$ cat src/rtl/mem_port_arbiter_pkg.sv
`default_nettype none
// ============================================================================
// Module      : mem_port_arbiter_pkg
// Description : Shared CPU memory-port constants and read-owner encoding.
// Revision    : 1.0 - initial release
// ============================================================================
package mem_port_arbiter_pkg;

    localparam int CPU_ADDR_W = 30;
    localparam int CPU_DATA_W = 32;

    typedef logic [1:0] rd_owner_t;

    localparam rd_owner_t RD_NONE = 2'd0;
    localparam rd_owner_t RD_IF   = 2'd1;
    localparam rd_owner_t RD_D    = 2'd2;

endpackage
`default_nettype wire

$ cat src/rtl/mem_port_arbiter_starve_counter.sv
`default_nettype none
// ============================================================================
// Module      : starve_counter
// Description : Saturating count of fetch-denied data grants.
// Revision    : 1.0 - initial release
// ============================================================================
module starve_counter #(
    parameter int STARVE_LIMIT = 4,
    parameter int STREAK_W     = 3
) (
    input  logic clk,
    input  logic rst,
    input  logic i_inc,
    input  logic i_clr,
    output logic o_at_limit
);

    localparam logic [STREAK_W-1:0] c_limit = STREAK_W'(STARVE_LIMIT);

    logic [STREAK_W-1:0] r_streak;

    // Clear has priority so a fetch grant always restarts the count
    always_ff @(posedge clk) begin
        if (rst || i_clr) begin
            r_streak <= '0;
        end else if (i_inc && (r_streak != c_limit)) begin
            r_streak <= r_streak + 1'b1;
        end
    end

    assign o_at_limit = (r_streak == c_limit);

endmodule
`default_nettype wire

$ cat src/rtl/mem_port_arbiter.sv
`default_nettype none
// ============================================================================
// Module      : mem_port_arbiter
// Description : Fetch/data arbiter for a shared single-port synchronous memory.
// Revision    : 1.0 - initial release
// ============================================================================
module mem_port_arbiter
    import mem_port_arbiter_pkg::*;
#(
    parameter int ADDR_W       = CPU_ADDR_W,
    parameter int DATA_W       = CPU_DATA_W,
    parameter int STARVE_LIMIT = 4,
    parameter int STREAK_W     = 3
) (
    input  logic              clk,
    input  logic              rst,
    input  logic              if_req,
    input  logic [ADDR_W-1:0] if_addr,
    output logic              if_gnt,
    output logic              if_rvalid,
    output logic [DATA_W-1:0] if_rdata,
    input  logic              d_req,
    input  logic              d_we,
    input  logic [ADDR_W-1:0] d_addr,
    input  logic [DATA_W-1:0] d_wdata,
    output logic              d_gnt,
    output logic              d_rvalid,
    output logic [DATA_W-1:0] d_rdata,
    output logic              mem_en,
    output logic              mem_we,
    output logic [ADDR_W-1:0] mem_addr,
    output logic [DATA_W-1:0] mem_wdata,
    input  logic [DATA_W-1:0] mem_rdata
);

    logic              w_at_limit;
    logic              w_if_win;
    logic              w_d_win;
    rd_owner_t         r_rd_owner;
    logic [DATA_W-1:0] r_if_hold;
    logic [DATA_W-1:0] r_d_hold;

    // Data wins contention unless fetch has been starved long enough
    assign w_if_win = if_req && (!d_req || w_at_limit);
    assign w_d_win  = d_req && !w_if_win;

    assign if_gnt    = w_if_win && !rst;
    assign d_gnt     = w_d_win && !rst;
    assign mem_en    = if_gnt || d_gnt;
    assign mem_we    = d_gnt && d_we;
    assign mem_addr  = if_gnt ? if_addr : (d_gnt ? d_addr : '0);
    assign mem_wdata = d_gnt ? d_wdata : '0;

    starve_counter #(
        .STARVE_LIMIT (STARVE_LIMIT),
        .STREAK_W     (STREAK_W)
    ) u_starve (
        .clk        (clk),
        .rst        (rst),
        .i_inc      (d_gnt && if_req),
        .i_clr      (if_gnt || !if_req),
        .o_at_limit (w_at_limit)
    );

    always_ff @(posedge clk) begin
        if (rst) begin
            r_rd_owner <= RD_NONE;
        end else if (if_gnt) begin
            r_rd_owner <= RD_IF;
        end else if (d_gnt && !d_we) begin
            r_rd_owner <= RD_D;
        end else begin
            r_rd_owner <= RD_NONE;
        end
    end

    assign if_rvalid = (r_rd_owner == RD_IF);
    assign d_rvalid  = (r_rd_owner == RD_D);

    always_ff @(posedge clk) begin
        if (rst) begin
            r_if_hold <= '0;
            r_d_hold  <= '0;
        end else begin
            if (if_rvalid) r_if_hold <= mem_rdata;
            if (d_rvalid)  r_d_hold  <= mem_rdata;
        end
    end

    // Read data passes straight through in its valid cycle, then holds
    assign if_rdata = if_rvalid ? mem_rdata : r_if_hold;
    assign d_rdata  = d_rvalid  ? mem_rdata : r_d_hold;

endmodule
`default_nettype wire

$ cat config.mk
export PLATFORM = sky130hd
export DESIGN_NAME = mem_port_arbiter
export DESIGN_NICKNAME = d
export VERILOG_FILES = /design/src/rtl/mem_port_arbiter_pkg.sv /design/src/rtl/mem_port_arbiter_starve_counter.sv /design/src/rtl/mem_port_arbiter.sv
export SDC_FILE = /design/constraint.sdc
export NUM_CORES = 1
export LEC_CHECK = 0
export ABC_AREA = 0
export CAP_MARGIN = 25
export CORE_ASPECT_RATIO = 0.7
export CORE_MARGIN = 2
export CORE_UTILIZATION = 31
export DETAILED_ROUTE_END_ITERATION = 12
export PLACE_DENSITY = 0.82
export SYNTH_ARGS = -nofsm -noshare
export SYNTH_HDL_FRONTEND = slang
export SYNTH_SLANG_ARGS = --single-unit
export TNS_END_PERCENT = 100
$ cat constraint.sdc
create_clock -name clk -period 2 [get_ports clk]
set_input_delay 0.6 -clock clk [delete_from_list [all_inputs] [get_ports clk]]
set_output_delay 0.6 -clock clk [all_outputs]
set_load 0.01 [all_outputs]
# Word-level counts from Yosys, hierarchy flattened

Cells that the tools add are included.

Input bits: 129
Logic and storage cells: 35
Register bits: 69

Equality and inequality tests: 4
Reduce and logical (&&, ||, !) cells: 18
Mux-type cells: 7
Add/subtract/negate cells: 1

Operator list:

| kind                | count |
|---|---|
| $mux 32             | 3 |
| $mux 30             | 2 |
| $logic_and 1x1->1   | 8 |
| $logic_not 1->1     | 5 |
| $logic_or 1x1->1    | 4 |
| $add 3x1->3 const B | 1 |
| $eq 3x3->1 const B  | 1 |
| $ne 3x3->1 const B  | 1 |
| $eq 2x1->1 const B  | 1 |
| $eq 2x2->1 const B  | 1 |
| $mux 2              | 1 |
| $reduce_or 2->1     | 1 |
| $mux 1              | 1 |

# Longest topological paths before layout

Gate-level depths: netlist of the first run.

Word-level depth: 9
Gate-level depth with buffers: 6

# Modules after synthesis

A second synthesis of the first run with hierarchy kept.

Cell total of the unflattened synthesis: 354
Area, all modules: 3,708.6 sq um

By module, submodules not included:

| module           | cells each | area each (sq um) | times used | sequential area each (sq um) |
|---|---|---|---|---|
| mem_port_arbiter | 336        | 3,520.9           | 1          | 1,321.3 |
| starve_counter   | 18         | 187.7             | 1          | 60.1 |

# Least setup slack after synthesis of the first run

OpenSTA, ideal clock, no wires.

Path kind: input-to-output
Start point: input port rst
End point: output port mem_addr[14]
Path buffers: 2
Path slack: -36 ps
Data arrival time: 1,436 ps
Cell stages on the path: 5
Data required time: 1,400 ps
Cells stage by stage: nand2b_4 -> a31oi_2 -> buf_4 -> buf_2 -> a22o_1

Cells in the longest elaborated chain, start to end: 4
Elaborated cells on any way between the ends: 5
Those cells by class: 2 x mux; 3 x reduce/logical

RTL lines:

| item              | line                                           | RTL |
|---|---|---|
| start, declared   | mem_port_arbiter.sv:16                         | `input logic rst,` |
| $logic_not 1->1 * | mem_port_arbiter.sv:47, mem_port_arbiter.sv:48 |  |
| $logic_and 1x1->1 | mem_port_arbiter.sv:48                         | `assign d_gnt = w_d_win && !rst;` |
| $mux 30           | mem_port_arbiter.sv:51                         | `assign mem_addr = if_gnt ? if_addr : (d_gnt ? d_addr : '0);` |
| $mux 30 *         | mem_port_arbiter.sv:51                         |  |
| end, declared     | mem_port_arbiter.sv:31                         | `output logic [ADDR_W-1:0] mem_addr,` |

Every way passes the cells marked *; elsewhere a longest branch is shown, timed or not.

# Final worst setup path of the first run

Start point: register u_starve.r_streak[1]
End point: output port mem_addr[12]

Cells in the longest elaborated chain, start to end: 8
Elaborated cells on any way between the ends: 9
Those cells by class: 1 x eq/ne; 2 x mux; 6 x reduce/logical

RTL lines:

| item                   | line                                  | RTL |
|---|---|---|
| start, declared        | mem_port_arbiter_starve_counter.sv:20 | `logic [STREAK_W-1:0] r_streak;` |
| start signal, assigned | mem_port_arbiter_starve_counter.sv:27 | `r_streak <= r_streak + 1'b1;` |
| $eq 3x3->1 *           | mem_port_arbiter_starve_counter.sv:31 | `assign o_at_limit = (r_streak == c_limit);` |
| $logic_or 1x1->1 *     | mem_port_arbiter.sv:44                | `assign w_if_win = if_req && (!d_req \|\| w_at_limit);` |
| $logic_and 1x1->1 *    | mem_port_arbiter.sv:44                |  |
| $logic_not 1->1        | mem_port_arbiter.sv:45                | `assign w_d_win = d_req && !w_if_win;` |
| $logic_and 1x1->1      | mem_port_arbiter.sv:45                |  |
| $logic_and 1x1->1      | mem_port_arbiter.sv:48                |  |
| $mux 30                | mem_port_arbiter.sv:51                |  |
| $mux 30 *              | mem_port_arbiter.sv:51                |  |

Marked as above.

==> summary.md, run 1 <==
| Metric | Value |
|---|---|
| Initial Util | `0.318` |
| Number of buffers added by the clock tree synthesis step | `9` |
| Finished layout cell area | `0.00765 mm²` |
| Reg-to-reg endpoint | `r_if_hold[1]` |
| Number of remaining DRC errors | `0` |
| Buffer depth of the longest clock path | `2` |
| Minimum setup slack after placement | `-1.04 ns` |
| Port Buf Inserts | `260` |
| Crit path arrival time | `1.81 ns` |
| Antenna fix cells | `0` |
| Ranking of synthesized cells by area | `dfxtp_1, mux2_4, nor2b_1` |
| Register-to-Register Path Depth | `6` |
| Startpoint-to-endpoint class of the critical path | `register to output port` |
| Most area-hungry cell type in the Yosys netlist | `dfxtp_1` |
| Most common cell type on the critical path | `buf_12` |
| Max-slew headroom | `0.733` |
| Number of antenna violations at the first check in global routing | `0` |
| Maximum number of pins on one net before global-route repair | `39` |
| Post-synthesis sequential element count | `69` |
| Total wire length after detailed routing | `15.2 mm` |
| Total gr overflow | `0` |
| Origin of the critical flop-to-flop path | `r_rd_owner[0]` |
| # IOs | `between 200 and 300` |
| Post-DP HPWL | `approximately 9.4 mm` |
| Setup violators final | `129` |
| Via density per instance | `4.55` |
| Delay contributed by the slowest stage of the critical path | `0.32 ns` |
| Min-Delay Endpoint | `u_starve.r_streak[0]` |
| Number of instances in the synthesized netlist | `roughly 300` |
| Cells traversed along the worst timing path | `inv_2 -> ha_4 -> a31oi_4 -> buf_12 -> buf_12 -> buf_12 -> a22o_1 -> buf_2` |
| Detailed Route Iter0 Violations | `around 130` |
| Top library cells by usage in the layout, fill and taps aside | `clkdlybuf4s50_1, buf_6, nor2b_1` |
| Type of origin of the critical path | `register` |
| CTS Sinks | `69` |
| Height of the chip | `92.8 µm` |
| First-pass GRT wire length | `between 20 and 25 mm` |
| H-tree depth | `3` |
| Width of the chip | `131 µm` |
| Count of nets after finishing | `748` |
| Leakage power figure | `3.53 nW` |
| Layout cells sized above 1 | `0.527` |
| Path type of the worst min-delay path | `register to register` |
| Setup repair after global routing missed its margin | `yes` |
| Instance area after placement | `between 0.006 and 0.007 mm²` |
| Clock-pin slew on the worst setup and hold paths | `0.05 ns` |
| Worst min-delay path startpoint | `u_starve.r_streak[0]` |
| Post-route ant nets | `0` |
| Area added between synthesis and finish | `119%` |
| Largest voltage drop on the vdd net | `0.426 mV` |
| Pwr Total | `4.46 mW` |
| Aggregate negative setup slack | `-31.77 ns` |
| Share of the synthesized area in the top cell type | `0.395` |
| Least setup slack across all paths after layout | `-0.414 ns` |
| Clock latency on the worst-skew pair | `0.33 ns` |
| Violated checks | `negative setup slack` |
| Post-route core utilization | `0.695` |
| Worst-Margin Slew | `between 0.4 and 0.5 ns` |
| Final estimated routing congestion in global placement | `0.825` |
| Req. time, crit path | `1.40 ns` |
| Vias in the first global route | `3776` |
| Most common library cell in the layout ignoring fill and taps | `clkdlybuf4s50_1` |
| Max Fanout on Critical Path | `5` |
| Die Outline Area | `between 0.01 and 0.015 mm²` |
| Final number of max-transition violations | `0` |
| Synthesized cell area | `0.00350 mm²` |
| Register-to-Register Setup Slack | `0.50 ns` |
| Clock period minus final worst setup slack | `2.41 ns` |
| Net count after synthesis | `436` |
| Power density cells | `just under 600 mW/mm²` |
| Number of rows in the core area | `32` |
| Critical-path top delay cell | `dfxtp_2` |
| Result of the run | `complete, but fails checks` |
| Vias | `3519` |
| Syn. warnings | `0` |
| Clock root buffer master | `clkbuf_16` |
| Worst Setup End Kind | `output port` |
| Number of placed instances with taps included | `708` |
| Number of standard cells in the final layout excluding fillers | `774` |
| Distinct cell type count of the synthesized netlist | `24` |
| Core Region | `0.0110 mm²` |
| Mean instance size in the synthesized netlist | `11.5 µm²` |
| CTS tree | `yes` |
| Instance count along the most critical hold path | `2` |
| Portion of the post-synthesis area used by sequential elements | `0.395` |
| Number of hold-slack violations in the final timing report | `0` |
| Number of detailed-routing iterations run before antenna repair | `4` |
| Number of max-capacitance violations reported | `0` |
| Total routing resource utilization after global routing | `0.244` |
| Final worst path period share | `1.21` |
| WL per Instance | `19.6 µm` |
| Worst Clk Skew | `between 0.004 and 0.005 ns` |
| Hold slack final | `0.551 ns` |
| Highest attainable clock frequency | `414 MHz` |
timing repair:
item,in CTS,in global routing
setup buffers,34,10
setup endpoints to repair,132,131
pin swaps,56,6
resized for setup,730,35
hold buffers,0,0
cloned,18,0
sequential cells by signal (all words and copies together) (netlist names):
| name | flops |
|---|---|
| u_starve.r_streak | 3 |
| r_rd_owner | 2 |
| r_d_hold | 32 |
| r_if_hold | 32 |
power by group:
| group | switching, mW | internal [mW] |
|---|---|---|
| registers | 0.0154 | 1.42 |
| logic | 0.423 | 0.795 |
| clock network | 0.594 | 1.21 |
| total | 1.03 | 3.43 |
Yosys cell counts (all sizes together):
| master | number |
|---|---|
| a21boi | 1 |
| dfxtp | 69 |
| clkbuf | 10 |
| nor2 | 1 |
| and2 | 33 |
| nand2b | 2 |
| and3 | 2 |
| nor2b | 69 |
| nor3b | 1 |
| mux2i | 1 |
| ha | 2 |
| mux2 | 64 |
| or2 | 1 |
| a31oi | 1 |
| a22o | 30 |
| buf | 15 |
| inv | 3 |
cell type report:
| class | instances | area (µm²) |
|---|---|---|
| timing repair buffer | 326 | 3610 |
| fill | 775 | 3360 |
| multi-input combinational | 208 | 2110 |
| sequential | 69 | 1390 |
| clock buffer | 9 | 225 |
| tap | 153 | 191 |
| clock inverter | 6 | 111 |
| inverter | 3 | 11.3 |
how the worst max path moves through the flow:
stage                               from      endpoint  slack [ns]  cells past startpoint
floorplan                            rst  mem_addr[14]       0.008                      5
global placement                  if_req   mem_addr[6]       -1.04                      6
detailed placement                 d_req   mem_addr[6]       -1.04                      6
CTS                 u_starve.r_streak[0]  mem_addr[24]       -0.40                      8
global route        u_starve.r_streak[1]  mem_addr[24]       -0.46                      8
finish              u_starve.r_streak[1]  mem_addr[12]       -0.41                      8
cells by family (layout without fill, tap and decap cells):
logic type,Yosys count,in the layout,synth area share
AND/OR/NAND/NOR,109,109,0.198
flip-flops,69,69,0.395
multiplexers,65,65,0.271
AO/OA/AOI/OAI,32,32,0.0809
buffers and inverters,28,344,0.0480
adder cells (fa/ha/maj),2,2,0.00716
layer usage:
layer / part of all wire / global-route usage / vias up
met1: 0.43 / 0.304 / 1677
met2: 0.48 / 0.397 / 146
met3: 0.073 / 0.0872 / 28
li1: - / - / 1668
met4: 0.020 / 0.0709 / 0
met5: 0 / 0 / -
worst max-delay path: cells and delay by family, from the launching register on:
kind / cells / cell delay, ns
DFF: 1 / 0.32
AOI/OAI and AO/OA: 2 / 0.35
adders and majority gates: 1 / 0.17
buffers and inverters: 5 / 0.64
No activity file was read; power rests on OpenSTA's default activity.
==> run 2: changes to the inputs <==
--- a/config.mk
+++ b/config.mk
@@ -6,12 +6,12 @@
 export NUM_CORES = 1
 export LEC_CHECK = 0
 export ABC_AREA = 0
-export CAP_MARGIN = 25
+export CAP_MARGIN = 40
 export CORE_ASPECT_RATIO = 0.7
 export CORE_MARGIN = 2
-export CORE_UTILIZATION = 31
+export CORE_UTILIZATION = 30
 export DETAILED_ROUTE_END_ITERATION = 12
-export PLACE_DENSITY = 0.82
+export PLACE_DENSITY = 0.77
 export SYNTH_ARGS = -nofsm -noshare
 export SYNTH_HDL_FRONTEND = slang
 export SYNTH_SLANG_ARGS = --single-unit
==> constraint.sdc (replaced) <==
create_clock -name clk -period 3.1 [get_ports clk]
set_input_delay 0.93 -clock clk [delete_from_list [all_inputs] [get_ports clk]]
set_output_delay 0.93 -clock clk [all_outputs]
set_load 0.01 [all_outputs]
==> run 2 against run 1 <==
The run now ends clean. Wire length shrank 13%. Sequential share of layout area grew 2.6 points. Largest power group unchanged. Non-clock buffer count shrank 42. Hold slack lost 0.010 ns. Register-to-register slack gained 1.2 ns. Critical endpoint is now mem_en.
==> summary.md, run 2 (synthesis gave the netlist of run 1 again) <==
| Metric | Value |
|---|---|
| Number of max-capacitance violations reported | `0 (unchanged)` |
| Detailed Route Iter0 Violations | `124 (-3.1%)` |
| Met3 demand-to-capacity share in global routing | `0.0809 (-0.00633)` |
| Number of buffers added by the clock tree synthesis step | `9 (unchanged)` |
| Setup repair after global routing missed its margin | `no` |
| Final estimated routing congestion in global placement | `0.806 (-2.4%)` |
| First-pass GRT wire length | `19.9 mm (-9.8%)` |
| Register-to-Register Path Depth | `4 (-2)` |
| Delay contributed by the slowest stage of the critical path | `0.30 ns (-0.02 ns)` |
| Core Region | `0.0112 mm² (+1.5%)` |
| Die Outline Area | `0.0125 mm² (+3.2%)` |
| Worst Setup End Kind | `output port` |
| Vias | `3265 (-7.2%)` |
| Req. time, crit path | `2.17 ns (+0.77 ns)` |
| Max-slew headroom | `0.765 (+0.0317)` |
| Minimum setup slack after placement | `-0.595 ns (+0.443 ns)` |
| Number of remaining DRC errors | `0 (unchanged)` |
| Final number of max-transition violations | `0 (unchanged)` |
| Via density per instance | `4.45 (-2.0%)` |
| Top library cells by usage in the layout, fill and taps aside | `clkdlybuf4s50_1, dfxtp_1, nor2b_1` |
| Crit path arrival time | `2.15 ns (+0.34 ns)` |
| Most common library cell in the layout ignoring fill and taps | `clkdlybuf4s50_1` |
| Met2 global-route usage | `0.326 (-0.0711)` |
| Initial Util | `0.313 (-0.00455)` |
| Number of rows in the core area | `32 (unchanged)` |
| Least setup slack across all paths after layout | `0.0179 ns (+0.432 ns)` |
| Width of the chip | `133 µm (+1.6%)` |
| Critical-path top delay cell | `or2_2` |
| Cells traversed along the worst timing path | `clkdlybuf4s15_2 -> nand2b_4 -> a31oi_4 -> buf_12 -> buf_12 -> clkbuf_16 -> or2_2 -> buf_6` |
| # IOs | `261 (unchanged)` |
| Global-route met1 utilization | `0.265 (-0.0384)` |
| Clock-pin slew on the worst setup and hold paths | `0.05 ns (about the same)` |
| Layout filler cell count | `917 (+18%)` |
| Number of detailed-routing iterations run before antenna repair | `4 (unchanged)` |
| WL per Instance | `17.9 µm (-8.5%)` |
| Final worst path period share | `0.994` |
| Antenna fix cells | `0 (unchanged)` |
| Maximum number of pins on one net before global-route repair | `34 (-13%)` |
| Number of hold-slack violations in the final timing report | `0 (unchanged)` |
| Post-route ant nets | `0 (unchanged)` |
| Path type of the worst min-delay path | `register to register` |
| Vias in the first global route | `3501 (-7.3%)` |
| Height of the chip | `94.3 µm (+1.6%)` |
| Leakage power figure | `3.04 nW (-14%)` |
| Total routing resource utilization after global routing | `0.208 (-0.0366)` |
| CTS tree | `yes` |
| Buffer depth of the longest clock path | `2 (unchanged)` |
| Total wire length after detailed routing | `13.1 mm (-13%)` |
| Instance count along the most critical hold path | `2 (unchanged)` |
| Clock root buffer master | `clkbuf_16` |
| Total gr overflow | `0 (unchanged)` |
| Worst-Margin Slew | `0.353 ns (-0.0476 ns)` |
| Most common cell type on the critical path | `buf_12` |
| Post-DP HPWL | `9.67 mm (+3.2%)` |
| Port Buf Inserts | `260 (unchanged)` |
| H-tree depth | `3 (unchanged)` |
| Startpoint-to-endpoint class of the critical path | `input pin to output port` |
| CTS Sinks | `69 (unchanged)` |
| Number of placed instances with taps included | `706 (-0.28%)` |
| Max Fanout on Critical Path | `9 (+4)` |
| Number of antenna violations at the first check in global routing | `0 (unchanged)` |
| Power density cells | `389 mW/mm² (-33%)` |
| Type of origin of the critical path | `input pin` |
| Result of the run | `completed` |
| Largest voltage drop on the vdd net | `0.317 mV (-26%)` |
| Hold slack final | `0.541 ns (-0.0101 ns)` |
| Cts hold-fix bufs | `0 (unchanged)` |
| GRT Max-Usage Layer | `met2` |
| Cell depth of the worst setup path | `8 (unchanged)` |
| Area added between synthesis and finish | `90.9%` |
| Count of nets after finishing | `706 (-5.6%)` |
| Clock period minus final worst setup slack | `3.08 ns` |
| Family of cells with the greatest summed delay on the critical path | `buffers and inverters` |
| Highest attainable clock frequency | `around 320 MHz` |
| Clock latency on the worst-skew pair | `0.32 ns (about the same)` |
| Number of standard cells in the final layout excluding fillers | `733 (-5.3%)` |
| Worst Clk Skew | `0.00427 ns (-0.0000697 ns)` |
| Registers with the most flip-flops | `r_d_hold (32), r_if_hold (32), u_starve.r_streak (3)` |
| Number of buffer and inverter stages on the critical path | `5 (unchanged)` |
| Setup violators final | `0 (-100%)` |
| Layout cells sized above 1 | `0.281 (-0.246)` |
run 2: worst paths after layout:
check	from	end	slack (ns)
max	d_req	mem_en	0.02
min	u_starve.r_streak[0]	u_starve.r_streak[0]	0.54
max reg2reg	r_rd_owner[0]	r_if_hold[28]	1.68
min reg2reg	u_starve.r_streak[0]	u_starve.r_streak[0]	0.54
run 2: cell type report:
| type | instances | area (µm²) | area share |
|---|---|---|---|
| clock buffers | 11 | 253 | 0.0379 |
| clock inverters | 5 | 58.8 | 0.00881 |
| inverters | 3 | 11.3 | 0.00169 |
| multi-input cells | 208 | 2020 | 0.302 |
| flip-flops and latches | 69 | 1380 | 0.207 |
| well taps | 153 | 191 | 0.0287 |
| repair buffers | 284 | 2760 | 0.414 |
run 2: metrics by stage:
step                setup TNS, ns  area [µm²]  total power, mW   util
CTS                             0        6730             2.63  0.603
finish                          0        6670             2.60  0.597
detailed placement         -34.58        6310             1.57  0.565
global placement           -31.89        6310             1.56  0.565
global route                    0        6670             2.71  0.597
floorplan                       0        3500             1.18      -
run 2: worst reg2reg max path, stage by stage (launching register included):
cell and delay (ns):
dfxtp_1 0.32, nor2b_4 0.18, buf_12 0.25, mux2_2 0.41, nor2b_1 0.13
run 2: metal layers:
layer / vias to the layer above / share of wire
met4: 0 / 0.020
met1: 1503 / 0.43
li1: 1575 / -
met3: 25 / 0.11
met2: 162 / 0.44
met5: - / 0
run 2: where the power goes:
| group | switching (mW) | internal, mW | leakage, nW | total [mW] |
|---|---|---|---|---|
| Clock | 0.370 | 0.666 | 0.148 | 1.04 |
| Combinational | 0.229 | 0.407 | 2.33 | 0.637 |
| Sequential | 0.00904 | 0.916 | 0.560 | 0.925 |
| Total | 0.608 | 1.99 | 3.04 | 2.60 |
run 2: what timing repair did:
action | in CTS | in global routing
gates resized for setup | 173 | 49
setup endpoints to repair | 67 | 52
pin swaps | 2 | 0
setup buffers | 7 | 0
gates cloned | 3 | 1
endpoints found under the hold margin | 0 | 0
